===== src/rtl/reg_bus_arbiter_if.sv =====
// rtl/reg_bus_arbiter_if.sv - master command/response and register-bus signal bundle for reg_bus_arbiter
interface reg_bus_arbiter_if;
    logic        m0_req;
    logic        m0_we;
    logic [15:0] m0_addr;
    logic [1:0]  m0_be;
    logic [15:0] m0_wrdata;
    logic        m0_ack;
    logic        m0_rdvalid;
    logic [15:0] m0_rddata;

    logic        m1_req;
    logic        m1_we;
    logic [15:0] m1_addr;
    logic [1:0]  m1_be;
    logic [15:0] m1_wrdata;
    logic        m1_ack;
    logic        m1_rdvalid;
    logic [15:0] m1_rddata;

    logic [15:0] rdaddr;
    logic [15:0] wraddr;
    logic [1:0]  be;
    logic        write;
    logic [15:0] wrdata;
    logic [15:0] rddata;
    logic        busy;

    modport slave (
        input  m0_req, m0_we, m0_addr, m0_be, m0_wrdata,
        output m0_ack, m0_rdvalid, m0_rddata,
        input  m1_req, m1_we, m1_addr, m1_be, m1_wrdata,
        output m1_ack, m1_rdvalid, m1_rddata,
        output rdaddr, wraddr, be, write, wrdata, busy,
        input  rddata
    );

    modport master (
        output m0_req, m0_we, m0_addr, m0_be, m0_wrdata,
        input  m0_ack, m0_rdvalid, m0_rddata,
        output m1_req, m1_we, m1_addr, m1_be, m1_wrdata,
        input  m1_ack, m1_rdvalid, m1_rddata,
        input  rdaddr, wraddr, be, write, wrdata, busy,
        output rddata
    );
endinterface


===== src/rtl/reg_bus_arbiter.sv =====
// rtl/reg_bus_arbiter.sv - two-master round-robin arbiter for the register bus, one transaction at a time
module reg_bus_arbiter #(
    parameter int          READ_LAT  = 2,
    parameter logic [15:0] IDLE_ADDR = 16'hFFFF
) (
    input  logic             clk,
    input  logic             sclr,
    reg_bus_arbiter_if.slave bus
);
    localparam logic [1:0] S_IDLE = 2'd0;
    localparam logic [1:0] S_WR   = 2'd1;
    localparam logic [1:0] S_RD   = 2'd2;
    localparam int         CW     = $clog2(READ_LAT + 2);

    logic [1:0]    state_q,  state_d;
    logic [CW-1:0] cnt_q,    cnt_d;
    logic          last_q,   last_d;
    logic          owner_q,  owner_d;
    logic          write_q,  write_d;
    logic [15:0]   wraddr_q, wraddr_d;
    logic [1:0]    be_q,     be_d;
    logic [15:0]   wrdata_q, wrdata_d;
    logic [15:0]   rdaddr_q, rdaddr_d;
    logic          ack0_q,   ack0_d;
    logic          ack1_q,   ack1_d;
    logic          rv0_q,    rv0_d;
    logic          rv1_q,    rv1_d;
    logic [15:0]   rd0_q,    rd0_d;
    logic [15:0]   rd1_q,    rd1_d;
    logic          busy_q,   busy_d;

    logic          gnt;
    logic          g_we;
    logic [15:0]   g_addr;
    logic [1:0]    g_be;
    logic [15:0]   g_wrdata;

    always_comb begin
        // On contention the master that did not win last time gets the bus.
        gnt      = (bus.m0_req && bus.m1_req) ? ~last_q : bus.m1_req;
        g_we     = gnt ? bus.m1_we     : bus.m0_we;
        g_addr   = gnt ? bus.m1_addr   : bus.m0_addr;
        g_be     = gnt ? bus.m1_be     : bus.m0_be;
        g_wrdata = gnt ? bus.m1_wrdata : bus.m0_wrdata;

        state_d  = state_q;
        cnt_d    = cnt_q;
        last_d   = last_q;
        owner_d  = owner_q;
        write_d  = 1'b0;
        wraddr_d = wraddr_q;
        be_d     = be_q;
        wrdata_d = wrdata_q;
        rdaddr_d = rdaddr_q;
        ack0_d   = 1'b0;
        ack1_d   = 1'b0;
        rv0_d    = 1'b0;
        rv1_d    = 1'b0;
        rd0_d    = rd0_q;
        rd1_d    = rd1_q;

        case (state_q)
            S_IDLE: begin
                if (bus.m0_req || bus.m1_req) begin
                    last_d  = gnt;
                    owner_d = gnt;
                    ack0_d  = ~gnt;
                    ack1_d  = gnt;
                    if (g_we) begin
                        write_d  = 1'b1;
                        wraddr_d = g_addr;
                        be_d     = g_be;
                        wrdata_d = g_wrdata;
                        state_d  = S_WR;
                    end else begin
                        rdaddr_d = g_addr;
                        cnt_d    = CW'(1);
                        state_d  = S_RD;
                    end
                end
            end
            S_WR: begin
                state_d = S_IDLE;
            end
            S_RD: begin
                cnt_d = cnt_q + CW'(1);
                if (cnt_q == CW'(READ_LAT)) begin
                    rdaddr_d = IDLE_ADDR;
                end
                // rddata now reflects the address driven READ_LAT cycles ago.
                if (cnt_q == CW'(READ_LAT + 1)) begin
                    state_d = S_IDLE;
                    cnt_d   = '0;
                    if (owner_q) begin
                        rv1_d = 1'b1;
                        rd1_d = bus.rddata;
                    end else begin
                        rv0_d = 1'b1;
                        rd0_d = bus.rddata;
                    end
                end
            end
            default: begin
                state_d  = S_IDLE;
                cnt_d    = '0;
                rdaddr_d = IDLE_ADDR;
            end
        endcase

        busy_d = (state_d != S_IDLE);
    end

    always_ff @(posedge clk) begin
        if (sclr) begin
            state_q  <= S_IDLE;
            cnt_q    <= '0;
            last_q   <= 1'b1;
            owner_q  <= 1'b0;
            write_q  <= 1'b0;
            wraddr_q <= '0;
            be_q     <= '0;
            wrdata_q <= '0;
            rdaddr_q <= IDLE_ADDR;
            ack0_q   <= 1'b0;
            ack1_q   <= 1'b0;
            rv0_q    <= 1'b0;
            rv1_q    <= 1'b0;
            rd0_q    <= '0;
            rd1_q    <= '0;
            busy_q   <= 1'b0;
        end else begin
            state_q  <= state_d;
            cnt_q    <= cnt_d;
            last_q   <= last_d;
            owner_q  <= owner_d;
            write_q  <= write_d;
            wraddr_q <= wraddr_d;
            be_q     <= be_d;
            wrdata_q <= wrdata_d;
            rdaddr_q <= rdaddr_d;
            ack0_q   <= ack0_d;
            ack1_q   <= ack1_d;
            rv0_q    <= rv0_d;
            rv1_q    <= rv1_d;
            rd0_q    <= rd0_d;
            rd1_q    <= rd1_d;
            busy_q   <= busy_d;
        end
    end

    assign bus.write      = write_q;
    assign bus.wraddr     = wraddr_q;
    assign bus.be         = be_q;
    assign bus.wrdata     = wrdata_q;
    assign bus.rdaddr     = rdaddr_q;
    assign bus.m0_ack     = ack0_q;
    assign bus.m1_ack     = ack1_q;
    assign bus.m0_rdvalid = rv0_q;
    assign bus.m1_rdvalid = rv1_q;
    assign bus.m0_rddata  = rd0_q;
    assign bus.m1_rddata  = rd1_q;
    assign bus.busy       = busy_q;
endmodule


===== src/flat_wrapper.sv =====
// flat-port wrapper written by rule: the top's interface ports become plain ports
module reg_bus_arbiter_flat 
#(
    parameter int          READ_LAT  = 2,
    parameter logic [15:0] IDLE_ADDR = 16'hFFFF
)
  (clk, sclr, bus_m0_req, bus_m0_we, bus_m0_addr, bus_m0_be, bus_m0_wrdata, bus_m0_ack, bus_m0_rdvalid, bus_m0_rddata, bus_m1_req, bus_m1_we, bus_m1_addr, bus_m1_be, bus_m1_wrdata, bus_m1_ack, bus_m1_rdvalid, bus_m1_rddata, bus_rdaddr, bus_wraddr, bus_be, bus_write, bus_wrdata, bus_busy, bus_rddata);
  reg_bus_arbiter_if bus_i ();
  input  logic clk;
  input  logic sclr;
  input wire logic [$bits(bus_i.m0_req)-1:0] bus_m0_req;
  input wire logic [$bits(bus_i.m0_we)-1:0] bus_m0_we;
  input wire logic [$bits(bus_i.m0_addr)-1:0] bus_m0_addr;
  input wire logic [$bits(bus_i.m0_be)-1:0] bus_m0_be;
  input wire logic [$bits(bus_i.m0_wrdata)-1:0] bus_m0_wrdata;
  output wire logic [$bits(bus_i.m0_ack)-1:0] bus_m0_ack;
  output wire logic [$bits(bus_i.m0_rdvalid)-1:0] bus_m0_rdvalid;
  output wire logic [$bits(bus_i.m0_rddata)-1:0] bus_m0_rddata;
  input wire logic [$bits(bus_i.m1_req)-1:0] bus_m1_req;
  input wire logic [$bits(bus_i.m1_we)-1:0] bus_m1_we;
  input wire logic [$bits(bus_i.m1_addr)-1:0] bus_m1_addr;
  input wire logic [$bits(bus_i.m1_be)-1:0] bus_m1_be;
  input wire logic [$bits(bus_i.m1_wrdata)-1:0] bus_m1_wrdata;
  output wire logic [$bits(bus_i.m1_ack)-1:0] bus_m1_ack;
  output wire logic [$bits(bus_i.m1_rdvalid)-1:0] bus_m1_rdvalid;
  output wire logic [$bits(bus_i.m1_rddata)-1:0] bus_m1_rddata;
  output wire logic [$bits(bus_i.rdaddr)-1:0] bus_rdaddr;
  output wire logic [$bits(bus_i.wraddr)-1:0] bus_wraddr;
  output wire logic [$bits(bus_i.be)-1:0] bus_be;
  output wire logic [$bits(bus_i.write)-1:0] bus_write;
  output wire logic [$bits(bus_i.wrdata)-1:0] bus_wrdata;
  output wire logic [$bits(bus_i.busy)-1:0] bus_busy;
  input wire logic [$bits(bus_i.rddata)-1:0] bus_rddata;
  assign bus_i.m0_req = bus_m0_req;
  assign bus_i.m0_we = bus_m0_we;
  assign bus_i.m0_addr = bus_m0_addr;
  assign bus_i.m0_be = bus_m0_be;
  assign bus_i.m0_wrdata = bus_m0_wrdata;
  assign bus_m0_ack = bus_i.m0_ack;
  assign bus_m0_rdvalid = bus_i.m0_rdvalid;
  assign bus_m0_rddata = bus_i.m0_rddata;
  assign bus_i.m1_req = bus_m1_req;
  assign bus_i.m1_we = bus_m1_we;
  assign bus_i.m1_addr = bus_m1_addr;
  assign bus_i.m1_be = bus_m1_be;
  assign bus_i.m1_wrdata = bus_m1_wrdata;
  assign bus_m1_ack = bus_i.m1_ack;
  assign bus_m1_rdvalid = bus_i.m1_rdvalid;
  assign bus_m1_rddata = bus_i.m1_rddata;
  assign bus_rdaddr = bus_i.rdaddr;
  assign bus_wraddr = bus_i.wraddr;
  assign bus_be = bus_i.be;
  assign bus_write = bus_i.write;
  assign bus_wrdata = bus_i.wrdata;
  assign bus_busy = bus_i.busy;
  assign bus_i.rddata = bus_rddata;
  reg_bus_arbiter #(.READ_LAT(READ_LAT), .IDLE_ADDR(IDLE_ADDR)) u_core (.clk(clk), .sclr(sclr), .bus(bus_i));
endmodule

===== config.mk =====
export PLATFORM = sky130hd
export DESIGN_NAME = reg_bus_arbiter_flat
export DESIGN_NICKNAME = d
export VERILOG_FILES = /design/src/rtl/reg_bus_arbiter_if.sv /design/src/rtl/reg_bus_arbiter.sv /design/src/flat_wrapper.sv
export SDC_FILE = /design/constraint.sdc
export NUM_CORES = 1
export LEC_CHECK = 0
export CORE_ASPECT_RATIO = 0.75
export CORE_UTILIZATION = 44
export DETAILED_ROUTE_END_ITERATION = 6
export PLACE_DENSITY_LB_ADDON = 0.08
export SYNTH_ARGS = -nofsm -noshare
export SYNTH_HDL_FRONTEND = slang
export SYNTH_SLANG_ARGS = --single-unit

===== constraint.sdc =====
create_clock -name clk -period 2.2 [get_ports clk]
set_clock_uncertainty 0.15 [all_clocks]
set_input_delay 0.44 -clock clk [delete_from_list [all_inputs] [get_ports clk]]
set_output_delay 0.44 -clock clk [all_outputs]
set_load 0.01 [all_outputs]

==> impl_metrics.ini, run 1 <==
[status]
status = complete, no violations

[setup_path]
worstSetupPathType = in -> reg
crit_buf_inv = 2
cp.arrival_ns = 2.13
cp_slowest_cell = clkdlybuf4s50_1
cp_cell_sequence = clkdlybuf4s50_1, a21bo_1, buf_4, nand3b_1, a21oi_1, a211oi_1
critical_path.startpoint_type = input pin
required_ns = 2.25
crit_fanout = 35
end_kind = flip-flop
path_delay_family = buffers and inverters
slowest_delay_ns = 0.48
r2r_slack_ns = 0.37

[pwr]
total_power_uw = 4340
peakVddDrop_mv = 0.347
leakage_uw = 0.00247
clockPowerShare = 0.330
internal_power_uw = 3160
sw_frac_of_total = 0.272
switchingPower_uw = 1180
powerDensity_mw_per_mm2 = 652
seq_power_share = 0.436
combPwrFrac = 0.233

[global_routing]
grt.total_usage = 0.244
globalRoute.totalOverflow = 0
antenna_found_initial = 0
grt_max_degree = 43
grt_first_pass_wirelength_um = 20300
grt_pass1_vias = 4085

[logic_synthesis]
synth_area_per_cell_sq_um = 8.40
synth_top_area_share = 0.422
synthArstFlopShare = 0
synth_top_area_cell = dfxtp_1
yosys_warnings = 0
ys_types = 38
ys_seq_elements = 94
synth.yosys.seq_area_share = 0.422
ys.flop_type = dfxtp_1
syn_nets = 622
syn-cell-area_sq_mm = 0.00445
synth-edff-count = 0
syn_inst = 530
synthTopCellsByArea = dfxtp_1, nand3b_1, nand2_1

[drt]
wl_per_cell_um = 15.2
ant_nets = 0
vias_per_cell = 5.16
first_pass_iters = 4
wl_um = 12700
vias = 4284
drc = 0
drt_iter0_drc = 356

[floorplan]
initial_core_util = 0.458
pin_count = 178
die_h_um = 89.1
row_count = 31
coreArea_sq_mm = 0.00974
die_w_um = 118
dieArea_sq_mm = 0.0105

[placed_design]
post-place-ws_ns = -0.160
portBuffers = 177
dp_hpwl_um = 9130
gp_congestion = 0.808

[clock_network]
hold_buffers = 0
htreeDepth = 3
clock_latency_ns = 0.33
cts_tree = built
cts_buffer_depth = 2
post_cts_resized = 0
cts_setup_buffers = 0
clock_sinks = 94
clk_pin_slew_ns = 0.07
numCtsBuffers = 9
cts_root_buf = clkbuf_16

[sta]
fmax_ghz = 0.481
slew_viol_final = 0
finalSetupViolCount = 0
relSlewSlack = 0.688
period_minus_slack_ns = 2.08
worstMarginPinSlew_ns = 0.467
period_share = 0.944
layout_setup_ws_ns = 0.123
rsz0062_at_grt = no
finalHoldViolations = 0
whs_ns = 0.304

[cells_and_area]
regArea_sq_mm = 0.00188
layout_commonest_cell = clkdlybuf4s50_1
nNetsFinal = 787
num_antenna_cells = 0
fin_util = 0.684
areaGrowthSynthToFinish_pct = 49.5
final_cell_mix = clkdlybuf4s50_1, nand2_1, dfxtp_1
fillCellCount = 815
drive_gt1_frac = 0.107
multi_input_area_sq_mm = 0.00222

[flow_run]
max-cap-violations = 0

[worst_hold_path]
hp-class = reg -> reg
per-layer routing:
metal	wire length, um	part of all wire	global-route usage	vias up
met5	0	0	0	-
met4	98	0.0077	0.0828	0
met3	849	0.067	0.0727	8
met2	6030	0.48	0.393	130
met1	5690	0.45	0.315	2023
li1	-	-	-	2123
registers in the layout, summed over array words and instances, names as in the netlist, 2 cells and up:
register              flops
u_core.bus.be             2
u_core.bus.m0_rddata     16
u_core.bus.m1_rddata     16
u_core.bus.rdaddr        16
u_core.bus.wraddr        16
u_core.bus.wrdata        16
u_core.cnt_q              2
u_core.state_q            2
cells in the mapped netlist, types with 2 or more instances:
cell type and n:
a211oi_1 7, a211oi_2 27, a21oi_1 68, and3_1 17, buf_1 4, buf_2 10
buf_6 4, clkbuf_1 26, clkbuf_2 2, dfxtp_1 94, ha_1 2, inv_1 38
mux2i_1 16, nand2_1 100, nand3b_1 69, nor2_1 22, nor3_1 3
tightest hold or removal path: cells and delay by family (launching register included):
kind | cells | cell delay [ns]
flip-flops | 1 | 0.31
AND/OR/NAND/NOR | 1 | 0.05
AO/OA/AOI/OAI | 1 | 0.05
power by group through the flow:
stage | registers [uW] | logic (uW) | clock network, uW
after floorplan | 1960 | 464 | 0
after global placement | 1930 | 998 | 0
after detailed placement | 1930 | 1010 | 0
after CTS | 1890 | 1020 | 1470
after global routing | 1910 | 1090 | 1540
final | 1890 | 1010 | 1430
stage by stage:
step / setup TNS, ns / cells / area [sq um]
after floorplan: 0 / 530 / 4450
after global placement: -0.153 / 816 / 6390
after detailed placement: -2.93 / 816 / 6390
after CTS: 0 / 831 / 6660
after global routing: 0 / 831 / 6660
final: 0 / 831 / 6660
worst paths after layout:
check                                                end                      from  cells past startpoint
worst max-delay path               u_core.bus.wrdata[14]                bus_m1_req                      6
worst min register to register  u_core.bus.m0_rddata[11]  u_core.bus.m0_rddata[11]                      2
worst max register to register     u_core.bus.wrdata[14]             u_core.last_q                      5
worst min-delay path            u_core.bus.m0_rddata[11]  u_core.bus.m0_rddata[11]                      2
layout make-up:
class / count / share of cell area
well taps: 132 / 0.0248
multi-input cells: 351 / 0.334
clock inverters: 5 / 0.00526
flip-flops and latches: 94 / 0.283
repair buffers: 201 / 0.296
clock buffers: 10 / 0.0359
inverters: 38 / 0.0214
cell families after synthesis:
family,after synthesis,share of synthesized area
AOI/OAI and AO/OA,115,0.195
adders and majority gates,2,0.00562
buffers and inverters,85,0.0826
DFF,94,0.422
muxes,16,0.0360
and+or+nand+nor,218,0.259
Power figures use the tool's default switching activity.
==> run 2: changes to the inputs <==
Settings changed: PLACE_DENSITY from default to 0.81, PLACE_DENSITY_LB_ADDON 0.08 to default.
==> run 2 against run 1 <==
- via count rose by 2.2%
- setup slack improved by 0.12 ns
- worst hold slack got worse by 0.026 ns
- final cell count fell by 0.12%
- die area did not move
- critical path depth fell by 2
- global-route usage rose by 1.7 points
- design area rose by 0.64%
- non-clock buffer count fell by 2
- wire length rose by 6.9%
- maximum frequency rose by 6.1%
- sequential cell count did not move
- critical path type is now reg -> reg
- critical endpoint is now u_core.bus.m1_rddata[9]
- largest cell class unchanged
- largest power group unchanged
- highest routed layer unchanged
==> impl_metrics.ini, run 2 (same netlist as run 1, synthesis figures left out) <==
[status]
status = complete, no violations

[placed_design]
dp_cells = 814
gp_congestion = 0.799
dp_hpwl_um = 9720
post_dp_cell_area_sq_mm = 0.00640
portBuffers = 177

[floorplan]
die_w_um = 118
dieArea_sq_mm = 0.0105
pin_count = 178
initial_core_util = 0.458
die_h_um = 89.1
row_count = 31
coreArea_sq_mm = 0.00974

[cells_and_area]
areaGrowthSynthToFinish_pct = 50.5
final_cell_mix = clkdlybuf4s50_1, nand2_1, dfxtp_1
layout_commonest_cell = clkdlybuf4s50_1
num_antenna_cells = 0
nNetsFinal = 785
final_area_sq_mm = 0.00670
drive_gt1_frac = 0.107
stdcell_count = 830

[setup_path]
cp.arrival_ns = 2.02
worstRegToRegCells = 4
crit_fanout = 17
r2r_slack_ns = 0.24
end_kind = flip-flop
worstSetupPathType = reg -> reg
startpoint = u_core.state_q[1]
critical_path.startpoint_type = flip-flop
required_ns = 2.26
r2r_end = u_core.bus.m1_rddata[9]
endpoint = u_core.bus.m1_rddata[9]
r2r-start = u_core.state_q[1]

[sta]
whs_ns = 0.279
rsz0062_at_grt = no
relSlewSlack = 0.531
worstMarginPinSlew_ns = 0.702
finalHoldViolations = 0
period_minus_slack_ns = 1.96
tns_ns = 0
fmax_ghz = 0.511
slew_viol_final = 0
finalSetupViolCount = 0
period_share = 0.890

[clock_network]
htreeDepth = 3
cts_root_buf = clkbuf_16
cts_tree = built
clock_sinks = 94
cts_setup_buffers = 0
post_cts_resized = 0
clock_latency_ns = 0.34
numCtsBuffers = 9
clk_pin_slew_ns = 0.07
hold_buffers = 0
cts_buffer_depth = 2

[drt]
vias_per_cell = 5.27
first_pass_iters = 5
drt_iter0_drc = 277
vias = 4377
wl_um = 13600
wl_per_cell_um = 16.3
ant_nets = 0
drc = 0

[pwr]
powerDensity_mw_per_mm2 = 669
leakage_uw = 0.00248
peakVddDrop_mv = 0.428
total_power_uw = 4490

[global_routing]
grt.total_usage = 0.261
grt_pass1_vias = 4337
globalRoute.totalOverflow = 0
antenna_found_initial = 0
grt_max_degree = 42
grt_first_pass_wirelength_um = 21400

[flow_run]
max-cap-violations = 0

[worst_hold_path]
whs_path_depth = 2
hp-class = in -> reg
==> run 2: per-stage QoR <==
stage               setup WS, ns  utilization
floorplan                  0.440            -
global placement         0.00233        0.658
detailed placement       -0.0618        0.658
CTS                        0.215        0.688
global route              0.0500        0.688
finish                     0.242        0.688
==> run 2: layout make-up <==
type / instances / area, sq um
Clock buffer: 9 / 225
Clock inverter: 7 / 73.8
Fill cell: 759 / 3030
Inverter: 38 / 143
Multi-Input combinational cell: 351 / 2230
Sequential cell: 94 / 1880
Tap cell: 132 / 165
Timing Repair Buffer: 199 / 1980
==> run 2: worst max-delay path, cell delays in order (launching register included) <==
cell and delay, ns:
dfxtp_1 0.51, and2b_1 0.26, nand3_1 0.53, nand2_1 0.27, a21oi_1 0.10
==> run 2: metal layers <==
layer,routed length (um),global-route usage,vias up
met5,0,0,-
met4,278,0.104,0
met3,1140,0.0804,24
met2,6610,0.458,173
met1,5530,0.303,2071
li1,-,-,2109
==> run 2: where the power goes <==
group          total [uW]  switching (uW)  internal [uW]
combinational        1030             474            555
sequential           1900            82.3           1820
clock                1560             672            884
==> run 2: worst min path at each step <==
stage,start,endpoint,slack (ns)
2_1_floorplan,u_core.bus.be[1],u_core.bus.be[1],0.33
3_3_place_gp,u_core.bus.wrdata[12],u_core.bus.wrdata[12],0.29
3_5_place_dp,u_core.bus.m0_rddata[1],u_core.bus.m0_rddata[1],0.30
4_1_cts,sclr,u_core.bus.wraddr[4],0.27
5_1_grt,sclr,u_core.bus.wraddr[4],0.30
6_report,sclr,u_core.bus.wraddr[4],0.28
==> run 3: changes to the inputs <==
Settings changed: CAP_MARGIN from default to 20.
==> results of run 3 <==
Same layout as run 2: the final DEF is identical, and so are final timing and power.
